==> src/rtl/keypad_hex_entry.sv <==
// 4x4 matrix keypad scanner: debounces presses and shifts hex digits into a 32-bit entry register.
// Optional auto-repeat of a held key is built when KEYPAD_AUTOREPEAT_EN is defined.
module keypad_hex_entry #(
  parameter int SCAN_DIV       = 2048,
  parameter int DEBOUNCE_SCANS = 4,
  parameter int REPEAT_SCANS   = 64
) (
  input  logic        clk,
  input  logic        rst_n,
  input  logic [3:0]  row,
  output logic [3:0]  col,
  input  logic        clr,
  output logic        key_valid,
  output logic [3:0]  key_code,
  output logic        key_held,
  output logic [32:1] data
);

  localparam int DW = $clog2(SCAN_DIV);
  localparam int CW = $clog2(DEBOUNCE_SCANS + 2);

  if (SCAN_DIV < 2 || DEBOUNCE_SCANS < 1 || REPEAT_SCANS < 1) begin : g_bad_param
    $error("keypad_hex_entry: parameter out of range");
  end

  typedef enum logic [1:0] {IDLE, DEBOUNCE, PRESSED, RELEASE} state_t;

  state_t        state;
  logic [3:0]    row_m, row_s;
  logic [DW-1:0] div;
  logic [1:0]    col_idx;
  logic [1:0]    acc_cnt;   // keys seen this scan: 0, 1, or 2 meaning "two or more"
  logic [3:0]    acc_code;
  logic [CW-1:0] cnt;
  logic [3:0]    cand;
`ifdef KEYPAD_AUTOREPEAT_EN
  localparam int RW = $clog2(REPEAT_SCANS + 1);
  logic [RW-1:0] rep;
`endif

  logic [3:0] low;
  logic       col_one, sample, scan_end, scan_single, accept;
  logic [1:0] ridx;
  logic [1:0] nxt_cnt;
  logic [3:0] nxt_code, accept_code;

  assign col = ~(4'b0001 << col_idx);

  always_comb begin
    low      = ~row_s;
    col_one  = (low != 4'd0) && ((low & (low - 4'd1)) == 4'd0);
    ridx     = 2'd0;
    case (low)
      4'b0010: ridx = 2'd1;
      4'b0100: ridx = 2'd2;
      4'b1000: ridx = 2'd3;
      default: ridx = 2'd0;
    endcase
    nxt_cnt  = acc_cnt;
    nxt_code = acc_code;
    if (low != 4'd0) begin
      if (col_one && acc_cnt == 2'd0) begin
        nxt_cnt  = 2'd1;
        nxt_code = {ridx, col_idx};
      end else begin
        nxt_cnt  = 2'd2;
      end
    end
    sample      = (div == DW'(SCAN_DIV - 1));
    scan_end    = sample && (col_idx == 2'd3);
    scan_single = (nxt_cnt == 2'd1);

    accept      = 1'b0;
    accept_code = (state == IDLE) ? nxt_code : cand;
    if (scan_end && scan_single) begin
      case (state)
        IDLE:     accept = (DEBOUNCE_SCANS == 1);
        DEBOUNCE: accept = (nxt_code == cand) && ((cnt + 1'b1) == CW'(DEBOUNCE_SCANS));
`ifdef KEYPAD_AUTOREPEAT_EN
        PRESSED:  accept = (nxt_code == cand) && ((rep + 1'b1) == RW'(REPEAT_SCANS));
`endif
        default:  accept = 1'b0;
      endcase
    end
  end

  always_ff @(posedge clk) begin
    if (!rst_n) begin
      row_m     <= 4'hF;
      row_s     <= 4'hF;
      div       <= '0;
      col_idx   <= 2'd0;
      acc_cnt   <= 2'd0;
      acc_code  <= 4'd0;
      state     <= IDLE;
      cnt       <= '0;
      cand      <= 4'd0;
      key_valid <= 1'b0;
      key_code  <= 4'd0;
      key_held  <= 1'b0;
      data      <= '0;
`ifdef KEYPAD_AUTOREPEAT_EN
      rep       <= '0;
`endif
    end else begin
      row_m <= row;
      row_s <= row_m;
      div   <= sample ? '0 : div + 1'b1;

      if (sample) begin
        col_idx  <= col_idx + 2'd1;
        acc_cnt  <= scan_end ? 2'd0 : nxt_cnt;
        acc_code <= scan_end ? 4'd0 : nxt_code;
      end

      if (scan_end) begin
        case (state)
          IDLE: if (scan_single) begin
            cand <= nxt_code;
            cnt  <= CW'(1);
            if (DEBOUNCE_SCANS == 1) begin
              state    <= PRESSED;
              key_held <= 1'b1;
`ifdef KEYPAD_AUTOREPEAT_EN
              rep      <= '0;
`endif
            end else begin
              state <= DEBOUNCE;
            end
          end
          DEBOUNCE: begin
            if (scan_single && nxt_code == cand) begin
              cnt <= cnt + 1'b1;
              if ((cnt + 1'b1) == CW'(DEBOUNCE_SCANS)) begin
                state    <= PRESSED;
                key_held <= 1'b1;
`ifdef KEYPAD_AUTOREPEAT_EN
                rep      <= '0;
`endif
              end
            end else begin
              state <= IDLE;
            end
          end
          PRESSED: begin
            if (!scan_single) begin
              state <= RELEASE;
              cnt   <= CW'(1);
`ifdef KEYPAD_AUTOREPEAT_EN
              rep   <= '0;
            end else if (nxt_code == cand) begin
              rep <= ((rep + 1'b1) == RW'(REPEAT_SCANS)) ? '0 : rep + 1'b1;
            end else begin
              rep <= '0;
`endif
            end
          end
          RELEASE: begin
            if (scan_single) begin
              state <= PRESSED;
              cnt   <= '0;
`ifdef KEYPAD_AUTOREPEAT_EN
              rep   <= '0;
`endif
            end else begin
              cnt <= cnt + 1'b1;
              if ((cnt + 1'b1) >= CW'(DEBOUNCE_SCANS)) begin
                state    <= IDLE;
                key_held <= 1'b0;
              end
            end
          end
          default: state <= IDLE;
        endcase
      end

      key_valid <= accept;
      if (accept) key_code <= accept_code;
      // clr takes priority over a same-cycle digit shift
      if (clr)         data <= '0;
      else if (accept) data <= {data[28:1], accept_code};
    end
  end

endmodule

==> config.mk <==
export PLATFORM = sky130hd
export DESIGN_NAME = keypad_hex_entry
export DESIGN_NICKNAME = d
export VERILOG_FILES = /design/src/rtl/keypad_hex_entry.sv
export SDC_FILE = /design/constraint.sdc
export NUM_CORES = 1
export LEC_CHECK = 0
export ABC_AREA = 0
export BUFFER_PORTS_ARGS = -buffer_cell sky130_fd_sc_hd__buf_2
export CAP_MARGIN = 0
export CORE_UTILIZATION = 61
export CTS_CLUSTER_DIAMETER = 200
export DETAILED_ROUTE_END_ITERATION = 10
export PLACE_DENSITY = 0.84
export SLEW_MARGIN = 0
export SYNTH_ARGS = -nofsm -noshare
export SYNTH_HDL_FRONTEND = slang
export SYNTH_SLANG_ARGS = --single-unit
export TNS_END_PERCENT = 30
==> constraint.sdc <==
create_clock -name clk -period 3.5 [get_ports clk]
set_input_delay 0.35 -clock clk [delete_from_list [all_inputs] [get_ports clk]]
set_output_delay 0.35 -clock clk [all_outputs]
set_load 0.005 [all_outputs]
# Yosys cells after proc, flatten, opt, wreduce, memory -nomap -nowiden
# Cells that the tools add are included.
[totals]
ff_bits = 74
inputBits = 7
output_inout_bits = 42
word_cells = 86
[classes]
n_addsub = 4
order_cmp = 1
eq_ne = 19
n_shift = 1
n_mux = 27
n_bitwise = 4
n_reduce_logical = 17
[ops]
columns = ["op", "n"]
rows = [
  ["two-way mux 2 bit", 9],
  ["two-way mux 4 bit", 4],
  ["two-way mux 3 bit", 4],
  ["!= test 2 bit, second input constant", 6],
  ["case mux 3 bit (4 select lines)", 1],
  ["adder 11 x 1 -> 11 bit, second input constant", 1],
  ["== test 11 bit, second input constant", 1],
  ["inverter 4 bit", 2],
  ["case mux 2 bit (4 select lines)", 1],
  ["== test 2 bit, second input constant", 3],
  ["logical AND 1 bit", 6],
  ["two-way mux 1 bit", 6],
  ["!= test 3 bit, second input constant", 2],
  ["case mux 2 bit (3 select lines)", 1],
  ["AND reduction 6 bit", 1],
  ["AND reduction 5 bit", 1],
  ["AND 4 bit", 1],
  ["== test 2 x 1 -> 1 bit, second input constant", 2],
  ["== test 4 x 2 -> 1 bit, second input constant", 1],
  ["== test 4 x 3 -> 1 bit, second input constant", 1],
  ["== test 4 bit", 1],
  ["== test 4 bit, second input constant", 1],
  ["zero test 2 bit", 2],
  ["zero test 4 bit", 1],
  ["13 further kinds", 14],
]

# Longest topological paths before layout
[depth]
ltp_word = 12
depth_mapped = 10
depth_no_buf = 8

# Least setup slack after synthesis
# OpenSTA, ideal clock, no wires.
[synth_timing]
kind = "reg-to-reg"
start = "reg acc_cnt[1]"
end = "reg data[2] (netlist bit)"
setup_time_ps = 71
arrival_time_ps = 2217
t_required_ps = 3429
path_slack_ps = 1212
stages_incl_launch_ff = 10
path_buffers = 2
period_less_slack_ps = 2288
cell_sequence = "dfxtp_1 or2_1 buf_2 a2111oi_4 a21oi_1 nor4_4 nand4_2 buf_6 a211o_1 a21oi_1"
[synth_between]
elab_chain_len = 8
word_cells_on_any_way = 13
cone_classes = "2 x eq/ne; 7 x mux; 4 x reduce/logical"
[synth_lines]
columns = ["item", "line_no", "source"]
rows = [
  ["start, declared", "32", "logic [1:0] acc_cnt; // keys seen this scan: 0, 1, or 2 meaning \"two or more\""],
  ["start signal, assigned", "112", "acc_cnt <= scan_end ? 2'd0 : nxt_cnt;"],
  ["zero test 2 bit", "62", "if (col_one && acc_cnt == 2'd0) begin"],
  ["logical AND 1 bit", "62", ""],
  ["two-way mux 4 bit", "62", ""],
  ["two-way mux 4 bit", "61", "if (low != 4'd0) begin"],
  ["== test 4 bit", "78", "DEBOUNCE: accept = (nxt_code == cand) && ((cnt + 1'b1) == CW'(DEBOUNCE_SCANS));"],
  ["logical AND 1 bit", "78", ""],
  ["two-way mux 1 bit", "76", "case (state)"],
  ["two-way mux 1 bit", "75", "if (scan_end && scan_single) begin"],
  ["end signal, assigned", "181", "else if (accept) data <= {data[28:1], accept_code};"],
  ["end, declared", "16", "output logic [32:1] data"],
]
# Parallel ways exist; a longest one is shown, timed or not.
# A chain may end at the register's enable or synchronous reset.

# Final worst setup path
[layout_timing]
start = "reg row_s[2]"
end = "reg data[17] (netlist bit)"
[layout_between]
elab_chain_len = 12
word_cells_on_any_way = 21
cone_classes = "1 x add/sub; 5 x eq/ne; 7 x mux; 2 x bitwise; 6 x reduce/logical"
[layout_lines]
columns = ["item", "line_no", "source"]
rows = [
  ["start, declared", "29", "logic [3:0] row_m, row_s;"],
  ["start signal, assigned", "107", "row_s <= row_m;"],
  ["inverter 4 bit (*)", "50", "low = ~row_s;"],
  ["subtractor 4 x 1 -> 4 bit", "51", "col_one = (low != 4'd0) && ((low & (low - 4'd1)) == 4'd0);"],
  ["AND 4 bit", "51", ""],
  ["zero test 4 bit", "51", ""],
  ["logical AND 1 bit", "51", ""],
  ["logical AND 1 bit", "62", ""],
  ["two-way mux 4 bit", "62", ""],
  ["two-way mux 4 bit", "61", ""],
  ["== test 4 bit", "78", ""],
  ["logical AND 1 bit", "78", ""],
  ["two-way mux 1 bit", "76", ""],
  ["two-way mux 1 bit (*)", "75", ""],
]
# Every way passes the cells marked *; elsewhere a longest branch is shown, timed or not.

==> metrics.txt <==
top_reg_cell synth dfxtp_1; first drt pass iteration count 4; Yosys reg bits 74; clock tree from TritonCTS built; Post-route DRC 0; largest net degree at the start of global routing 33; Max Used Layer met4; post-synth top area share 44.0%; vias in the first global route 2576; CTS Hold Buffers Added 0; Total Neg Setup Slack 0 ps; grt ovf 0; minimum clock period 3110 ps; Initial Utilization 64.7%; VDD IR max 0.306 mV; met2 routed WL 3560 µm; Slew @ Worst Pin 1180 ps; synthesized area per cell 9.05 µm²; Clock Tree Root clkbuf_8; DR WL met3 342 µm; CTS Buffer Depth 2; Tightest Hold Check Type input port to register; Clock Skew 11.1 ps; Antenna Cells 0; die area 5820 µm²; Vias 2746; sequential area share after synthesis 44.0%; yosys warns 0; post-cts resize count 0; Fillers 403; Final HPWL DP 4790 µm; final setup fails 0; gr usage total 26.6%; Async S/R FF share, synth 0%; total length of routed wires 7190 µm; initial antenna violation count 0; final std cells w/o fill 487; power density over cell area 436 nW/µm²; CP arrival 3300 ps; total power 1.67 mW; Synth area leader dfxtp_1; CP max FO 25; Area Overhead vs Synth 14.1%; clk slew on worst S/H paths 80 ps; Syn Inst Count 372; Layout Nets 426; RSZ-0062 raised after global routing no; synth unique cells 55; Leak 1.77 nW; f_max 0.321 GHz; num rows 26; layout cells sized above 1 18.0%; R2R Path End data[17]$_SDFFE_PP0P_; Hold Path Sink row_m[0]$_SDFF_PN1_; hold path depth 2; max-slew violation count 0; flop2flop setup slack 390 ps; EDFF count, synth 0; WP data required 3680 ps; core area 5200 µm²; routed length per instance 14.8 µm; Post-Place Setup Slack 504 ps; Hold Vio Cnt, Final 0; Startpoint Class register; DR iter-0 viols 181; crit path capture type register; worst slew slack as a fraction of its limit 21.1%; Worst-Skew Late Latency 350 ps; R2R depth 8; port buffer count 48; area of the multi-input gates 1730 µm²; top cells by area, synth dfxtp_1 44%, mux2i_1 8.9%, nor2_1 7.1%, a21oi_1 4.0%, ha_1 2.6%; Via-to-Cell Ratio 5.64; setup ws final 386 ps; WL met1 3170 µm; post-synthesis cell area 3370 µm²; Critical R2R Launch row_s[2]$_SDFF_PN1_; final core occ 73.8%; fin crit share 89.0%; register area 1480 µm²; CTS Sinks 74; first-pass GRT wire length 12100 µm; Ports 49; die height 76.3 µm; critical path type register to register; number of setup buffers added after CTS 0; cell count after placement 471; die width 76.3 µm; outcome finished, final reports clean; Maximum Capacitance Violations 0; H-tree depth 3; Post-DRT Antenna Nets 0; CTS buffer count 9; routability cong. 0.862; hold path start row[0]; syn_nets 386
==> cells in the final DEF (no fill, tap or decap), drive strengths merged, types with 8 or more instances in the layout <==
cell type  instances
nand2b            11
clkbuf            10
a21oi             27
mux2i             30
buf               50
nor2              64
xnor2             11
dfxtp             74
nor3               8
nand3             10
inv               13
o21ai              8
nand2             21
==> cells by family after synthesis <==
logic type      synth area share (%)
compound gates                  13.9
xor+xnor                        4.65
fa+ha+maj                       2.60
buf+inv                         4.50
flops                           44.0
mux                             9.26
simple gates                    21.1
==> cell type report <==
type	instances	area share, %
clock buffer	10	3.58
multi-input combinational	265	45.1
clock inverter	6	2.28
inverter	12	1.17
sequential	74	38.6
timing repair buffer	50	6.97
tap	70	2.28
==> through the flow <==
stage	cell area [µm²]	hold slack, ps
2_1_floorplan	3370	386
3_3_place_gp	3610	388
3_5_place_dp	3610	395
4_1_cts	3840	163
5_1_grt	3840	173
6_report	3840	178
==> worst max-delay path: stages (launching register included) <==
cell and delay (ps):
dfxtp_1 690, a21oi_1 150, a2111oi_4 380, o22ai_1 170
xnor2_1 330, nand4_2 550, buf_12 390, mux2i_1 210
nor2_1 70
==> where the power goes <==
part / internal (mW) / total [mW] / leakage, nW / switching, mW
Sequential: 0.848 / 0.859 / 0.598 / 0.0108
Combinational: 0.0295 / 0.0722 / 1.05 / 0.0426
Clock: 0.422 / 0.743 / 0.117 / 0.321
==> cells in the mapped netlist (5+ instances only) <==
cell and count:
ha_1 7, and3_1 5, xnor2_1 10, o21ai_0 8, a21oi_1 27, nand3_1 10, inv_1 12, nand2_1 21
mux2i_1 30, xor2_1 6, nand2b_1 11, nor3_1 8, nor2_1 64, dfxtp_1 74, clkbuf_1 12
==> layer usage <==
metal  global-route usage (%)  vias up
met5                        0        -
met4                     12.1        0
met3                     6.59       13
met2                     45.1       62
met1                     31.7     1298
li1                         -     1373
==> state kept, by name (all words and copies together) (netlist names) <==
signal     cells
data          32
div           11
acc_code       4
cand           4
key_code       4
row_m          4
row_s          4
cnt            3
acc_cnt        2
col_idx        2
state          2
key_held       1
key_valid      1
==> worst max path at each step <==
stage	startpoint	end	slack, ps	cells after the start
2_1_floorplan	acc_cnt[1]$_SDFFE_PN0P_	data[2]$_SDFFE_PP0P_	1210	9
3_3_place_gp	row_s[1]$_SDFF_PN1_	data[14]$_SDFFE_PP0P_	650	8
3_5_place_dp	row_s[2]$_SDFF_PN1_	data[14]$_SDFFE_PP0P_	500	8
4_1_cts	row_s[2]$_SDFF_PN1_	data[17]$_SDFFE_PP0P_	410	8
5_1_grt	row_s[2]$_SDFF_PN1_	data[17]$_SDFFE_PP0P_	170	8
6_report	row_s[2]$_SDFF_PN1_	data[17]$_SDFFE_PP0P_	390	8
(Power assumes the default switching activity.)
